<file path="config.mk">
export PLATFORM = sky130hd
export DESIGN_NAME = gated_bcd_counter
export DESIGN_NICKNAME = d
export VERILOG_FILES = /design/src/rtl/gated_bcd_counter.sv
export SDC_FILE = /design/constraint.sdc
export NUM_CORES = 1
export LEC_CHECK = 0
export CORE_MARGIN = 5
export CORE_UTILIZATION = 55
export CTS_CLUSTER_SIZE = 20
export DETAILED_ROUTE_END_ITERATION = 7
export MAX_ROUTING_LAYER = met4
export PLACE_DENSITY = 0.79
export SLEW_MARGIN = 10
export SYNTH_ARGS = -nofsm -noshare
export SYNTH_HDL_FRONTEND = slang
export SYNTH_SLANG_ARGS = --single-unit
</file>
<file path="constraint.sdc">
create_clock -name clk_in -period 2.6 [get_ports clk_in]
set_input_delay 0.52 -clock clk_in [delete_from_list [all_inputs] [get_ports clk_in]]
set_output_delay 0.52 -clock clk_in [all_outputs]
set_load 0.02 [all_outputs]
</file>
<file path="src/rtl/gated_bcd_counter.sv">
// gated_bcd_counter: counts synchronised sig_in rising edges while gate is open, as a saturating BCD value.
// Latch captures the pre-update count and overflow; clr zeroes the running count.
module gated_bcd_counter #(
    parameter int DIGITS      = 6,
    parameter int SYNC_STAGES = 2
) (
    input  logic                  clk_in,
    input  logic                  reset,
    input  logic                  sig_in,
    input  logic                  gate,
    input  logic                  latch,
    input  logic                  clr,
    output logic [4*DIGITS-1:0]   freq_bcd,
    output logic                  ovf,
    output logic                  valid,
    output logic                  seq_err
);
    logic [SYNC_STAGES-1:0][3:0] r_sync;
    logic [3:0]                  r_dly;
    logic [4*DIGITS-1:0]         r_cnt;
    logic                        r_ovf_int;
    logic [3:0]                  w_in, w_s;
    logic                        w_sig_rise, w_lat_rise, w_clr_rise, w_cnt_en;
    logic [4*DIGITS-1:0]         w_inc;
    logic [DIGITS:0]             w_carry;

    assign w_in       = {clr, latch, gate, sig_in};
    assign w_s        = r_sync[SYNC_STAGES-1];
    assign w_sig_rise = w_s[0] & ~r_dly[0];
    assign w_lat_rise = w_s[2] & ~r_dly[2];
    assign w_clr_rise = w_s[3] & ~r_dly[3];
    assign w_cnt_en   = w_s[1] & w_sig_rise;
    assign w_carry[0] = 1'b1;

    // Carry ripples through all digits in one cycle; w_carry[DIGITS] means the count is all nines.
    for (genvar i = 0; i < DIGITS; i++) begin : g_digit
        assign w_carry[i+1]  = w_carry[i] & (r_cnt[4*i +: 4] == 4'd9);
        assign w_inc[4*i +: 4] = !w_carry[i] ? r_cnt[4*i +: 4] :
                                 (r_cnt[4*i +: 4] == 4'd9) ? 4'd0 : r_cnt[4*i +: 4] + 4'd1;
    end

    always_ff @(posedge clk_in or posedge reset) begin
        if (reset) begin
            r_sync    <= '0;
            r_dly     <= '0;
            r_cnt     <= '0;
            r_ovf_int <= 1'b0;
            freq_bcd  <= '0;
            ovf       <= 1'b0;
            valid     <= 1'b0;
            seq_err   <= 1'b0;
        end else begin
            if (SYNC_STAGES > 1)
                r_sync <= {r_sync[SYNC_STAGES-2:0], w_in};
            else
                r_sync <= w_in;
            r_dly   <= w_s;
            valid   <= w_lat_rise;
            seq_err <= w_lat_rise & w_s[1];
            if (w_lat_rise) begin
                freq_bcd <= r_cnt;
                ovf      <= r_ovf_int;
            end
            if (w_clr_rise) begin
                r_cnt     <= '0;
                r_ovf_int <= 1'b0;
            end else if (w_cnt_en) begin
                if (w_carry[DIGITS])
                    r_ovf_int <= 1'b1;
                else
                    r_cnt <= w_inc;
            end
        end
    end
endmodule

</file>
## Word-level counts from Yosys, hierarchy flattened

Index checks and enable logic that the tools add are counted.

| storage, ports and cells | value |
|---|---|
| output and inout bits | 27 |
| bits in registers | 64 |
| logic and storage cells | 71 |
| bits in latches | 0 |
| memory bits (writable) | 0 |
| memories | 0 |
| bits in read-only memories | 0 |
| bits of input ports | 6 |

| cells by class | value |
|---|---|
| add/subtract/negate cells | 6 |
| multiply operators | 0 |
| $lt $le $gt $ge | 0 |
| muxes and demuxes | 17 |
| div/mod/pow operators | 0 |
| equal/unequal tests | 7 |
| shifts and indexed selects | 0 |
| bitwise logic cells | 13 |
| reductions and logical operators | 14 |

Operator list:

| kind | count |
|---|---|
| 24-bit two-way mux | 3 |
| 4-bit two-way mux | 11 |
| 4-bit by 1-bit adder with 4-bit output (second input constant) | 6 |
| 4-bit equality test (second input constant) | 6 |
| 3-bit AND reduction | 5 |
| 2-bit nonzero test | 7 |
| 1-bit AND | 10 |
| 2-bit AND reduction | 2 |
| 1-bit two-way mux | 3 |
| 1-bit inverter | 3 |
| 2-bit inequality test (second input constant) | 1 |

## Longest topological paths before layout

| depth | value |
|---|---|
| word-level depth | 9 |
| gate-level depth with buffers | 8 |
| depth with buffers taken out | 6 |

## Worst setup path before layout

OpenSTA, ideal clock, no wires.

| path | value |
|---|---|
| path type | reg-to-reg |
| from | register r_cnt[1] |
| to | register r_cnt[17] |
| clock period less this slack | 1.739 ns |
| required time | 2.475 ns |
| path buffers | 1 |
| arrival | 1.614 ns |
| stages on the path, launching flop included | 8 |
| setup time | 0.125 ns |
| slack | 0.861 ns |
| cells stage by stage | dfrtp_1 -> inv_1 -> ha_1 -> and3b_1 -> buf_4 -> nand4_4 -> o31ai_2 -> mux2_2 |

| between the ends | value |
|---|---|
| longest elaborated chain between the ends | 8 |
| elaborated cells on any way between the ends | 9 |
| those cells by class | eq/ne (2); bitwise (5); reduce/logical (2) |

RTL lines:

| what | RTL line | source |
|---|---|---|
| start: declaration | 20 | `logic [4*DIGITS-1:0] r_cnt;` |
| start signal: assignment | 71 | `r_cnt <= w_inc;` |
| 4-bit equality test (*) | 37 | `assign w_carry[i+1] = w_carry[i] & (r_cnt[4*i +: 4] == 4'd9);` |
| 1-bit AND (*) (3 in a row) | 37 |  |
| 1-bit AND (2 in a row) | 37 |  |
| 2-bit inequality test (no source line) | - |  |
| 3-bit AND reduction (no source line) (*) | - |  |

Every way passes the cells marked *; elsewhere a longest branch is shown, timed or not.
A chain may end at the register's enable or synchronous reset.

## Worst setup path in the final report

Same ends and word-level chain as after synthesis.

==> flow_summary.yaml <==
clocking:
  cts_setup_buffers: 0
  cts_max_level: 3
  clk_path_buf_depth: 2
  cts_root_buf: "clkbuf_8"
  clk-insertion-delay-late_ns: 0.34
  clock-sinks: 63
  cts_made_buffers: 9
  clk_pin_slew_ns: 0.07
  cts.repair.resized: 0
  cts_hold_buf: 0
  cts_tree: "done"
sta:
  fin_skew_ns: 0.01020
  period_minus_slack_ns: 2.148
  fmax_mhz: 465.5
  max-slew-margin-rel: 0.5975
  setup_tns_ns: 0
  rsz0062_at_grt: "false"
  timing.final.crit_share: 0.8262
  maxSlewViolCount: 0
  setup_violations: 0
  tightest_slew_ns: 0.6028
  hold_violations: 0
cells_and_area:
  syn_to_final_growth_pct: 21.35
  diodes: 0
  nets: 295
  num-fill-cells: 412
  regArea_mm2: 0.001577
  multi_input_area_mm2: 0.001191
  layout-drive-gt1-share: 0.1779
  final_util: 0.6824
placement:
  gp_congestion: 0.8700
  dp.final_hpwl_um: 3723
  numPortBuffers: 32
global_routing:
  met3_usage: 0.07346
  antenna_found_initial: 0
  grt_pass1_vias: 2004
  grt_use_met2: 0.2803
  grt.total_usage: 0.1977
  grt_first_pass_wirelength_um: 9591
  globalRouteOverflowTotal: 0
  grt_start_max_net_pins: 29
  use_met1: 0.2557
  busiest_layer: "met2"
floorplan:
  io-pin-count: 33
  start_util: 0.5624
  dieArea_mm2: 0.006730
  dieWidth_um: 82.04
  row_count: 26
  die_h_um: 82.04
  core-area_mm2: 0.005075
critical_path:
  path_cells: "inv_1 > ha_1 > and3b_1 > nand4_4 > o31ai_2 > mux2_2"
  crit_slowest_cell: "dfrtp_1"
  critical-path-top-delay-family: "simple AND/OR/NAND/NOR gates"
  crit_buf_inv: 1
  cpPeakStageDelay_ns: 0.43
  arrival_ns: 2.36
  startpoint_type: "flop"
  cp-end-kind: "flop"
  crit_fanout: 15
  critPathKind: "flop to flop"
  cp.required_ns: 2.81
routing:
  viasPerCell: 5.707
  drtIter0Drc: 212
  wl_per_cell_um: 15.68
  wl_um: 5502
  final_antenna_net_count: 0
  drc: 0
  vias: 2003
  dr.pass1.iters: 4
synth:
  yosysSeqAreaShare: 0.5524
  netlist_instances: 241
  synth.distinct_cells: 41
  synth-main-ff-cell: "dfrtp_1"
  synth_edf_count: 0
  synth_seq_cells: 63
  yosys_warnings: 0
  synth_area_mm2: 0.002854
  async_flop_share: 1.000
  syn_area_per_cell_um2: 11.84
  syn_nets: 259
power_and_ir_drop:
  p_per_area_mw_per_mm2: 584.9
  p_total_mw: 2.026
  vdd.ir_drop.worst_mv: 0.3547
  total_leakage_power_nw: 1.606
outcome:
  status: "complete, no violations"
min_path:
  hold_path.class: "flop to flop"
run:
  cap_viol_max_count: 0
cell families (layout without fill, tap and decap cells):
group | Yosys count | in the layout | synth area share
compound gates | 41 | 41 | 0.09339
mux | 27 | 27 | 0.1061
flops | 63 | 63 | 0.5524
buf+inv | 20 | 60 | 0.03112
simple gates | 78 | 78 | 0.1644
fa+ha+maj | 12 | 12 | 0.05261
cell usage in the layout (no fill, tap or decap), types with 3 or more instances in the layout:
cell / synthesis / layout
or3_1: 6 / 6
nand3_1: 10 / 10
o21ai_0: 5 / 5
dfrtp_1: 63 / 63
buf_4: 2 / 3
nor3_1: 6 / 6
clkbuf_8: 0 / 10
and3b_1: 6 / 6
nand2b_1: 3 / 3
a31oi_1: 3 / 3
nor4_1: 6 / 6
ha_1: 12 / 12
mux2_2: 26 / 26
nand4_1: 4 / 4
nand2_1: 13 / 13
a21oi_1: 18 / 18
nand3b_1: 7 / 7
nor2_1: 8 / 8
clkdlybuf4s50_1: 0 / 32
inv_1: 9 / 8
final timing paths:
kind	from	cells past startpoint	slack, ns	end
max in group asynchronous	reset	3	1.44	r_cnt[19]$_DFFE_PP0P_
setup / recovery	r_cnt[1]$_DFFE_PP0P_	6	0.45	r_cnt[17]$_DFFE_PP0P_
hold / removal	r_sync[0]$_DFF_PP0_	0	0.35	w_s[0]$_DFF_PP0_
hold reg to reg	r_sync[0]$_DFF_PP0_	0	0.35	w_s[0]$_DFF_PP0_
min in group asynchronous	reset	2	0.57	freq_bcd[10]$_DFFE_PP0P_
setup reg to reg	r_cnt[1]$_DFFE_PP0P_	6	0.45	r_cnt[17]$_DFFE_PP0P_
flip-flops by register name, summed over array words and instances (netlist names):
register   cells
freq_bcd      24
r_cnt         24
r_sync         4
w_s            4
r_dly          3
ovf            1
r_ovf_int      1
seq_err        1
valid          1
per-stage QoR:
| stage | hold slack (ns) | setup WS (ns) | area (um2) | instances |
|---|---|---|---|---|
| 2_1_floorplan | 0.3312 | 0.5103 | 2854 | 241 |
| 3_3_place_gp | 0.3337 | 0.5563 | 3252 | 336 |
| 3_5_place_dp | 0.3402 | 0.4806 | 3252 | 336 |
| 4_1_cts | 0.3564 | 0.4579 | 3463 | 351 |
| 5_1_grt | 0.3580 | 0.3036 | 3463 | 351 |
| 6_report | 0.3528 | 0.4518 | 3463 | 351 |
Yosys cell counts, types with 4 or more instances:
cell | number | area (um2)
mux2_2 | 26 | 292.8
inv_1 | 9 | 33.78
nand3_1 | 10 | 50.05
ha_1 | 12 | 150.1
buf_2 | 5 | 25.02
nand2_1 | 13 | 48.80
a21oi_1 | 18 | 90.09
nor4_1 | 6 | 37.54
nand3b_1 | 7 | 52.55
nand4_1 | 4 | 25.02
or3_1 | 6 | 37.54
and3b_1 | 6 | 52.55
o21ai_0 | 5 | 25.02
nor2_1 | 8 | 30.03
nor3_1 | 6 | 30.03
dfrtp_1 | 63 | 1577
routing by layer:
layer | vias up | wire length [um]
li1 | 951 | -
met4 | 0 | 85
met1 | 987 | 2503
met3 | 7 | 276
met2 | 58 | 2636
met5 | - | 0
final cells by class:
class                   instances  share of cell area
repair buffers                 36              0.1048
inverters                       9            0.009754
multi-input cells             158              0.3439
well taps                      70             0.02529
flip-flops and latches         63              0.4552
clock inverters                 4             0.02023
clock buffers                  11             0.04082
power by group:
group / total, mW / leakage (nW) / switching (mW) / internal (mW)
Combinational: 0.102 / 0.646 / 0.0602 / 0.0415
Clock: 0.914 / 0.109 / 0.356 / 0.558
Sequential: 1.01 / 0.851 / 0.0120 / 0.998
worst register-to-register path: cells and delay by family, from the launching register on:
| family | cells | cell delay [ns] |
|---|---|---|
| adders and majority gates | 1 | 0.18 |
| muxes | 1 | 0.37 |
| DFF | 1 | 0.43 |
| AOI/OAI and AO/OA | 1 | 0.34 |
| and+or+nand+nor | 2 | 0.64 |
| buffers and inverters | 1 | 0.08 |
(Power assumes the default switching activity.)
